`src/rtl/binary_game_engine.sv`:
```
// binary_game_engine: menu-driven binary-conversion game controller.
// Draws pseudo-random targets from a 16-bit Galois LFSR, scores timed play
// rounds, keeps a high score and offers an untimed practice mode.
//
// Ports:
//   Clk, Reset           clock (rising edge), async active-low reset
//   Select, Quit         confirm / abort pulses (debounced upstream)
//   selectRight/Left     menu navigation pulses
//   userNumber           player's answer switches
//   outputNumber         current target, or the high score while in SCORES
//   q_State              one-hot state (INITIAL = bit 0 ... DONE = bit 12)
//   score, highScore     current score, best completed-game score
//   roundNum, timeLeft   current round (1-based), cycles left in the round
//   correct, wrong       one-cycle verdict pulses
//   hintMask             practice hint (userNumber ^ target)
//
// Optional feature: define BINARY_GAME_HINT_EN to build the practice hint
// register; without it hintMask is tied to zero.
module binary_game_engine #(
  parameter int unsigned WIDTH      = 8,
  parameter int unsigned ROUNDS     = 10,
  parameter int unsigned TIME_LIMIT = 250000000
) (
  input  logic             Clk,
  input  logic             Reset,
  input  logic             Select,
  input  logic             Quit,
  input  logic             selectRight,
  input  logic             selectLeft,
  input  logic [WIDTH-1:0] userNumber,
  output logic [WIDTH-1:0] outputNumber,
  output logic [12:0]      q_State,
  output logic [7:0]       score,
  output logic [7:0]       highScore,
  output logic [7:0]       roundNum,
  output logic [31:0]      timeLeft,
  output logic             correct,
  output logic             wrong,
  output logic [WIDTH-1:0] hintMask
);

  localparam int unsigned NUM_STATES  = 13;
  localparam logic [15:0] LFSR_SEED   = 16'hACE1;
  // x^16 + x^14 + x^13 + x^11 + 1, right-shifting Galois form
  localparam logic [15:0] LFSR_TAPS   = 16'hB400;
  localparam logic [31:0] TIME_RELOAD = 32'(TIME_LIMIT - 1);
  localparam logic [7:0]  LAST_ROUND  = 8'(ROUNDS);

  typedef enum logic [3:0] {
    INITIAL       = 4'd0,
    MENU_PLAY     = 4'd1,
    MENU_PRACTICE = 4'd2,
    MENU_SCORES   = 4'd3,
    MENU_QUIT     = 4'd4,
    PLAY_INIT     = 4'd5,
    PLAY          = 4'd6,
    PLAY_DONE     = 4'd7,
    PRACTICE_INIT = 4'd8,
    PRACTICE      = 4'd9,
    PRACTICE_DONE = 4'd10,
    SCORES        = 4'd11,
    DONE          = 4'd12
  } stateT;

  stateT            state, stateNext;
  logic [15:0]      lfsr, lfsrNext;
  logic [WIDTH-1:0] target, targetNext;
  logic [WIDTH-1:0] outputNext;
  logic [12:0]      oneHotNext;
  logic [7:0]       scoreNext, highScoreNext, roundNext;
  logic [31:0]      timeNext;
  logic             correctNext, wrongNext;
  logic             navRight, navLeft, isHit, verdict;

  // Pressing both directions at once is a hold
  assign navRight = selectRight & ~selectLeft;
  assign navLeft  = selectLeft & ~selectRight;
  assign isHit    = (userNumber == target);

  // Free-running LFSR step
  assign lfsrNext = {1'b0, lfsr[15:1]} ^ (lfsr[0] ? LFSR_TAPS : 16'h0000);

  // State register and all registered outputs
  always_ff @(posedge Clk or negedge Reset) begin
    if (!Reset) begin
      state        <= INITIAL;
      q_State      <= NUM_STATES'(1);
      lfsr         <= LFSR_SEED;
      target       <= '0;
      outputNumber <= '0;
      score        <= '0;
      highScore    <= '0;
      roundNum     <= '0;
      timeLeft     <= '0;
      correct      <= 1'b0;
      wrong        <= 1'b0;
    end else begin
      state        <= stateNext;
      q_State      <= oneHotNext;
      lfsr         <= lfsrNext;
      target       <= targetNext;
      outputNumber <= outputNext;
      score        <= scoreNext;
      highScore    <= highScoreNext;
      roundNum     <= roundNext;
      timeLeft     <= timeNext;
      correct      <= correctNext;
      wrong        <= wrongNext;
    end
  end

  // Next-state and next-output logic
  always_comb begin
    stateNext     = state;
    targetNext    = target;
    scoreNext     = score;
    highScoreNext = highScore;
    roundNext     = roundNum;
    timeNext      = timeLeft;
    correctNext   = 1'b0;
    wrongNext     = 1'b0;
    verdict       = 1'b0;

    case (state)
      INITIAL: if (Select) stateNext = MENU_PLAY;

      MENU_PLAY: begin
        if (Select)        stateNext = PLAY_INIT;
        else if (navRight) stateNext = MENU_PRACTICE;
        else if (navLeft)  stateNext = MENU_QUIT;
      end

      MENU_PRACTICE: begin
        if (Select)        stateNext = PRACTICE_INIT;
        else if (navRight) stateNext = MENU_SCORES;
        else if (navLeft)  stateNext = MENU_PLAY;
      end

      MENU_SCORES: begin
        if (Select)        stateNext = SCORES;
        else if (navRight) stateNext = MENU_QUIT;
        else if (navLeft)  stateNext = MENU_PRACTICE;
      end

      MENU_QUIT: begin
        if (Select)        stateNext = DONE;
        else if (navRight) stateNext = MENU_PLAY;
        else if (navLeft)  stateNext = MENU_SCORES;
      end

      PLAY_INIT: begin
        scoreNext  = '0;
        roundNext  = 8'd1;
        targetNext = WIDTH'(lfsr);
        timeNext   = TIME_RELOAD;
        stateNext  = PLAY;
      end

      PLAY: begin
        if (Quit) begin
          // Abandoned game: score is dropped, high score untouched
          scoreNext = '0;
          stateNext = MENU_PLAY;
        end else begin
          timeNext = timeLeft - 32'd1;
          // An answer in the last cycle is judged rather than timed out
          if (Select) begin
            verdict = 1'b1;
            if (isHit) begin
              correctNext = 1'b1;
              if (score != 8'hFF) scoreNext = score + 8'd1;
            end else begin
              wrongNext = 1'b1;
            end
          end else if (timeLeft == 32'd0) begin
            verdict   = 1'b1;
            wrongNext = 1'b1;
          end

          if (verdict) begin
            if (roundNum == LAST_ROUND) begin
              stateNext     = PLAY_DONE;
              timeNext      = '0;
              highScoreNext = (scoreNext > highScore) ? scoreNext : highScore;
            end else begin
              roundNext  = roundNum + 8'd1;
              targetNext = WIDTH'(lfsr);
              timeNext   = TIME_RELOAD;
            end
          end
        end
      end

      PLAY_DONE: if (Select || Quit) stateNext = MENU_PLAY;

      PRACTICE_INIT: begin
        targetNext = WIDTH'(lfsr);
        stateNext  = PRACTICE;
      end

      PRACTICE: begin
        if (Quit) begin
          stateNext = PRACTICE_DONE;
        end else if (Select) begin
          if (isHit) begin
            correctNext = 1'b1;
            targetNext  = WIDTH'(lfsr);
          end else begin
            wrongNext = 1'b1;
          end
        end
      end

      PRACTICE_DONE: if (Select || Quit) stateNext = MENU_PRACTICE;

      SCORES: if (Select || Quit) stateNext = MENU_SCORES;

      DONE: stateNext = DONE;

      default: stateNext = INITIAL;
    endcase

    oneHotNext = NUM_STATES'(1) << stateNext;
    outputNext = (stateNext == SCORES) ? WIDTH'(highScore) : targetNext;
  end

`ifdef BINARY_GAME_HINT_EN
  // Practice hint: bits still differing between answer and target
  logic [WIDTH-1:0] hintNext;
  assign hintNext = (stateNext == PRACTICE) ? (userNumber ^ targetNext) : '0;

  always_ff @(posedge Clk or negedge Reset) begin
    if (!Reset) hintMask <= '0;
    else        hintMask <= hintNext;
  end
`else
  assign hintMask = '0;
`endif

endmodule

```
`config.mk`:
```
export PLATFORM = sky130hd
export DESIGN_NAME = binary_game_engine
export DESIGN_NICKNAME = d
export VERILOG_FILES = /design/src/rtl/binary_game_engine.sv
export SDC_FILE = /design/constraint.sdc
export NUM_CORES = 1
export LEC_CHECK = 0
export ABC_AREA = 0
export CAP_MARGIN = 30
export CORE_MARGIN = 1
export CORE_UTILIZATION = 50
export CTS_BUF_LIST = sky130_fd_sc_hd__clkbuf_8
export CTS_CLUSTER_SIZE = 40
export DETAILED_ROUTE_END_ITERATION = 12
export GPL_TIMING_DRIVEN = 0
export PLACE_DENSITY = 0.87
export SYNTH_ARGS = -nofsm -noshare
export SYNTH_HDL_FRONTEND = slang
export SYNTH_SLANG_ARGS = --single-unit
```
`constraint.sdc`:
```
create_clock -name Clk -period 3.15 [get_ports Clk]
set_clock_uncertainty 0.1 [all_clocks]
set_input_delay 0.4725 -clock Clk [delete_from_list [all_inputs] [get_ports Clk]]
set_output_delay 0.4725 -clock Clk [all_outputs]
set_load 0.005 [all_outputs]
```
==> summary.txt <==
Status
  • Status: complete, but fails checks
  • Failing checks: hold timing, setup timing

STA
  • Final worst slack: -0.279 ns
  • Slew HR: 36.2%
  • RSZ-0062 raised after global routing: yes
  • Tcrit/Tclk final: 109%
  • WHS: -0.00105 ns
  • Hold Fails Final Rpt: 1
  • Fin crit period: 3.43 ns
  • Measured slew at the worst slew-check pin: 0.957 ns
  • Pins Over Slew Limit: 0
  • Max Freq: 292 MHz
  • Setup violations, final: 8

Power
  • P_leak: approximately 0.0032 uW
  • Psw: between 1500 and 2000 uW
  • Clock share of power: 20.2%
  • Peak VDD IR: 0.330 mV
  • Seq pwr share: 43.0%
  • Pwr/cell area: 560 nW/um^2
  • Comb pwr share: about 37%
  • Total power: 4160 uW
  • Sw frac: 37.6%
  • Pint: between 2000 and 3000 uW

Placed design
  • Placed cells: slightly above 800
  • Routability cong.: 0.959
  • I/O Buffers: 91
  • Post-detail-place hpwl: about 11,000 um

Setup path
  • Slowest cell on crit path: clkdlybuf4s50_1
  • Crit path DAT: ~3.6 ns
  • Crit Path Max Fanout: 5
  • Worst setup EP type: flop
  • Critical path type: in -> reg
  • Slowest Stage Delay on Critical Path: between 0.4 and 0.5 ns
  • Critical-path cell list: clkdlybuf4s50_1 -> xor2_1 -> nor3_4 -> nand3_4 -> nor2_4 -> mux2_4 -> ha_4 -> nor2b_4 -> o21a_1 -> o21a_1 -> o21bai_2 -> a211oi_4 -> buf_6 -> mux2_2
  • Most used cell, CP: o21a_1
  • Critical path required time: ~3.3 ns
  • R2R Setup Slk: -0.25 ns
  • Critical Path Start Type: input pin

Clock tree
  • CTS tree: built
  • Clk sinks: 107
  • Clock Latency Late Sink: 0.38 ns
  • Post-CTS Hold Fix Bufs: 0
  • CTS Buf Count: 9
  • H-tree levels: 3
  • Clock tree buffer depth: 2
  • Clock-pin slew on the worst setup and hold paths: 0.11 ns
  • Root Driver: clkbuf_8

Die
  • Die W: about 110 um
  • Initial Util: 52.3%
  • # IOs: 101
  • Floorplan row count: 38
  • Core area: about 11,000 um^2
  • DIE AREA: between 10,000 and 15,000 um^2
  • Die Ht: 109 um

Route
  • Initial DRC count: 323
  • DRT Pass-1 Iters: 6
  • Detailed-route wire length: 15,700 um
  • Drt wl/cell: 18.4 um
  • Routed via count: 5,122
  • DRC viols: 0
  • Post-route ant nets: 0
  • Vias per cell: roughly 6.0

Finish
  • Final net count: around 730
  • Share of layout cells above drive strength 1: 16.5%
  • Antenna diodes: 0
  • Syn-to-layout area delta: 28.8%
  • Final Non-Filler Cells: 851

Job
  • Max cap viols: 0

Synth
  • Post-synth top flop: dfrtp_1
  • Yosys warns: 0
  • Cell variety after synth: 77
  • Post-Synthesis Cell Area: 5760 um^2
  • Average cell area after synthesis: 9.97 um^2
  • EDFF count, synth: 0
  • Sequential area share after synthesis: 46.6%
  • Yosys reg bits: roughly 110
  • FFs w/ async S/R, synth: between 90% and 100%
  • Cells after synthesis: 578

Global routing
  • Global route overflow: 0
  • Largest net degree at the start of global routing: 62
  • Number of global-route vias before repair: 5,125
  • First-pass GRT wire length: about 25,000 um
  • Initial antenna violation count: 0
  • Total track usage: ~27%

Hold path
  • Hold Path Class: in -> async
power groups by stage:
| stage | clock network [uW] | registers [uW] | logic (uW) |
|---|---|---|---|
| final | 840 | 1790 | 1530 |
| after global placement | 0 | 1790 | 1430 |
| after CTS | 855 | 1780 | 1500 |
| after global routing | 916 | 1810 | 1680 |
| after detailed placement | 0 | 1800 | 1470 |
| after floorplan | 0 | 1770 | 871 |
cells by family (layout without fill, tap and decap cells):
family	after synthesis	after routing	share of synthesized area, %
xor+xnor	26	26	3.95
fa+ha+maj	12	12	2.60
mux	27	27	5.06
simple gates	201	202	19.9
other cells	1	8	0.0651
compound gates	139	139	16.9
flops	107	107	46.6
buf+inv	65	190	4.88
stage by stage:
| stage | setup TNS [ns] | util (%) | area [um^2] | worst slack [ns] |
|---|---|---|---|---|
| floorplan | -1.44 | - | 5830 | -0.211 |
| global placement | -251.53 | 62.7 | 6920 | -2.36 |
| detailed placement | -11.99 | 62.9 | 6940 | -1.31 |
| CTS | -1.35 | 66.9 | 7380 | -0.190 |
| global route | -2.62 | 67.3 | 7420 | -0.344 |
| finish | -2.04 | 67.3 | 7420 | -0.279 |
layout make-up:
| cell class | instances | area [um^2] |
|---|---|---|
| Fill cell | 835 | 3610 |
| Multi-Input combinational cell | 414 | 3010 |
| Sequential cell | 107 | 2690 |
| Timing Repair Buffer | 109 | 1070 |
| Tap cell | 140 | 175 |
| Buffer | 33 | 174 |
| Clock buffer | 9 | 124 |
| Inverter | 32 | 120 |
| Clock inverter | 7 | 66.3 |
metal layers:
layer  part of all wire (%)  track usage [%]  vias to the layer above
met5                      0                0                        -
met4                    2.1             9.52                        0
met3                    6.7             6.16                       33
met2                     49             46.3                      249
met1                     42             34.9                     2508
li1                       -                -                     2332
placed cells by master, fill, tap and decap left out, types with 8 or more instances in the layout:
cell type / count
nor2_1: 43
or3_1: 8
dfrtp_1: 98
o21ai_0: 22
ha_1: 11
buf_4: 23
dfstp_2: 9
xor2_1: 13
a31oi_1: 9
mux2i_1: 10
clkbuf_1: 16
nor4_1: 8
nand2b_1: 11
a21oi_1: 38
nand3_1: 12
mux2_2: 10
a22o_1: 9
conb_1: 8
xnor2_1: 9
inv_1: 31
o21a_1: 8
clkbuf_8: 10
clkdlybuf4s50_1: 86
nor3_1: 24
nand2_1: 35
registers in the layout, summed over array words and instances, names as in the netlist:
name          cells
correct           1
highScore         8
lfsr             16
outputNumber      8
q_State          13
roundNum          8
score             8
state             4
target            8
timeLeft         32
wrong             1
path summary, 6_finish.rpt:
kind / start / to / cells after the start
setup reg to reg: target[4]$_DFF_PN0_ / highScore[1]$_DFFE_PN0P_ / 14
min in group Clk: lfsr[9]$_DFF_PN0_ / lfsr[8]$_DFF_PN0_ / 0
hold reg to reg: lfsr[9]$_DFF_PN0_ / lfsr[8]$_DFF_PN0_ / 0
max in group asynchronous: Reset / lfsr[5]$_DFF_PN1_ / 2
setup / recovery: userNumber[5] / highScore[1]$_DFFE_PN0P_ / 14
hold / removal: Reset / roundNum[7]$_DFFE_PN0P_ / 1
critical path: cells and delay by family:
family | cells | cell delay (ns)
xor gates and xnor gates | 1 | 0.20
AOI/OAI and AO/OA | 4 | 0.64
adders and majority gates | 1 | 0.28
muxes | 2 | 0.67
buffers and inverters | 2 | 0.57
and+or+nand+nor | 4 | 0.76
cells in the mapped netlist, types with 2 or more instances:
library cell | number | area (um^2)
a21o_1 | 5 | 37.5
a21oi_1 | 38 | 190
a22o_1 | 9 | 78.8
a2bb2oi_1 | 2 | 17.5
a31o_2 | 3 | 26.3
a31oi_1 | 9 | 56.3
and3_1 | 2 | 12.5
buf_2 | 5 | 25.0
buf_4 | 8 | 60.1
clkbuf_1 | 19 | 71.3
dfrtp_1 | 98 | 2450
dfstp_2 | 9 | 236
ha_1 | 12 | 150
inv_1 | 31 | 116
mux2_2 | 17 | 191
mux2i_1 | 10 | 100
nand2_1 | 35 | 131
nand2b_1 | 11 | 68.8
nand3_1 | 13 | 65.1
nand3b_1 | 2 | 15.0
nand4_1 | 7 | 43.8
nand4bb_1 | 2 | 22.5
nor2_1 | 46 | 173
nor2b_1 | 8 | 50.1
nor3_1 | 27 | 135
nor4_1 | 10 | 62.6
nor4_2 | 2 | 25.0
nor4bb_1 | 2 | 20.0
o211ai_1 | 2 | 15.0
o21a_1 | 8 | 60.1
o21ai_0 | 22 | 110
o21bai_1 | 3 | 22.5
o22a_1 | 7 | 61.3
o22ai_1 | 3 | 18.8
o2bb2ai_1 | 2 | 17.5
o311ai_0 | 2 | 17.5
o31a_1 | 2 | 17.5
o31ai_1 | 5 | 37.5
o32ai_1 | 2 | 17.5
o41ai_1 | 2 | 17.5
or2_2 | 4 | 25.0
or3_1 | 8 | 50.1
or4_1 | 6 | 45.0
xnor2_1 | 9 | 78.8
xor2_1 | 17 | 149
what timing repair did:
item	CTS	global route
gates cloned	1	0
pin swaps	14	2
buffers inserted	16	1
resized for setup	30	9
setup endpoints to repair	16	25
No activity file was read; power rests on OpenSTA's default activity.
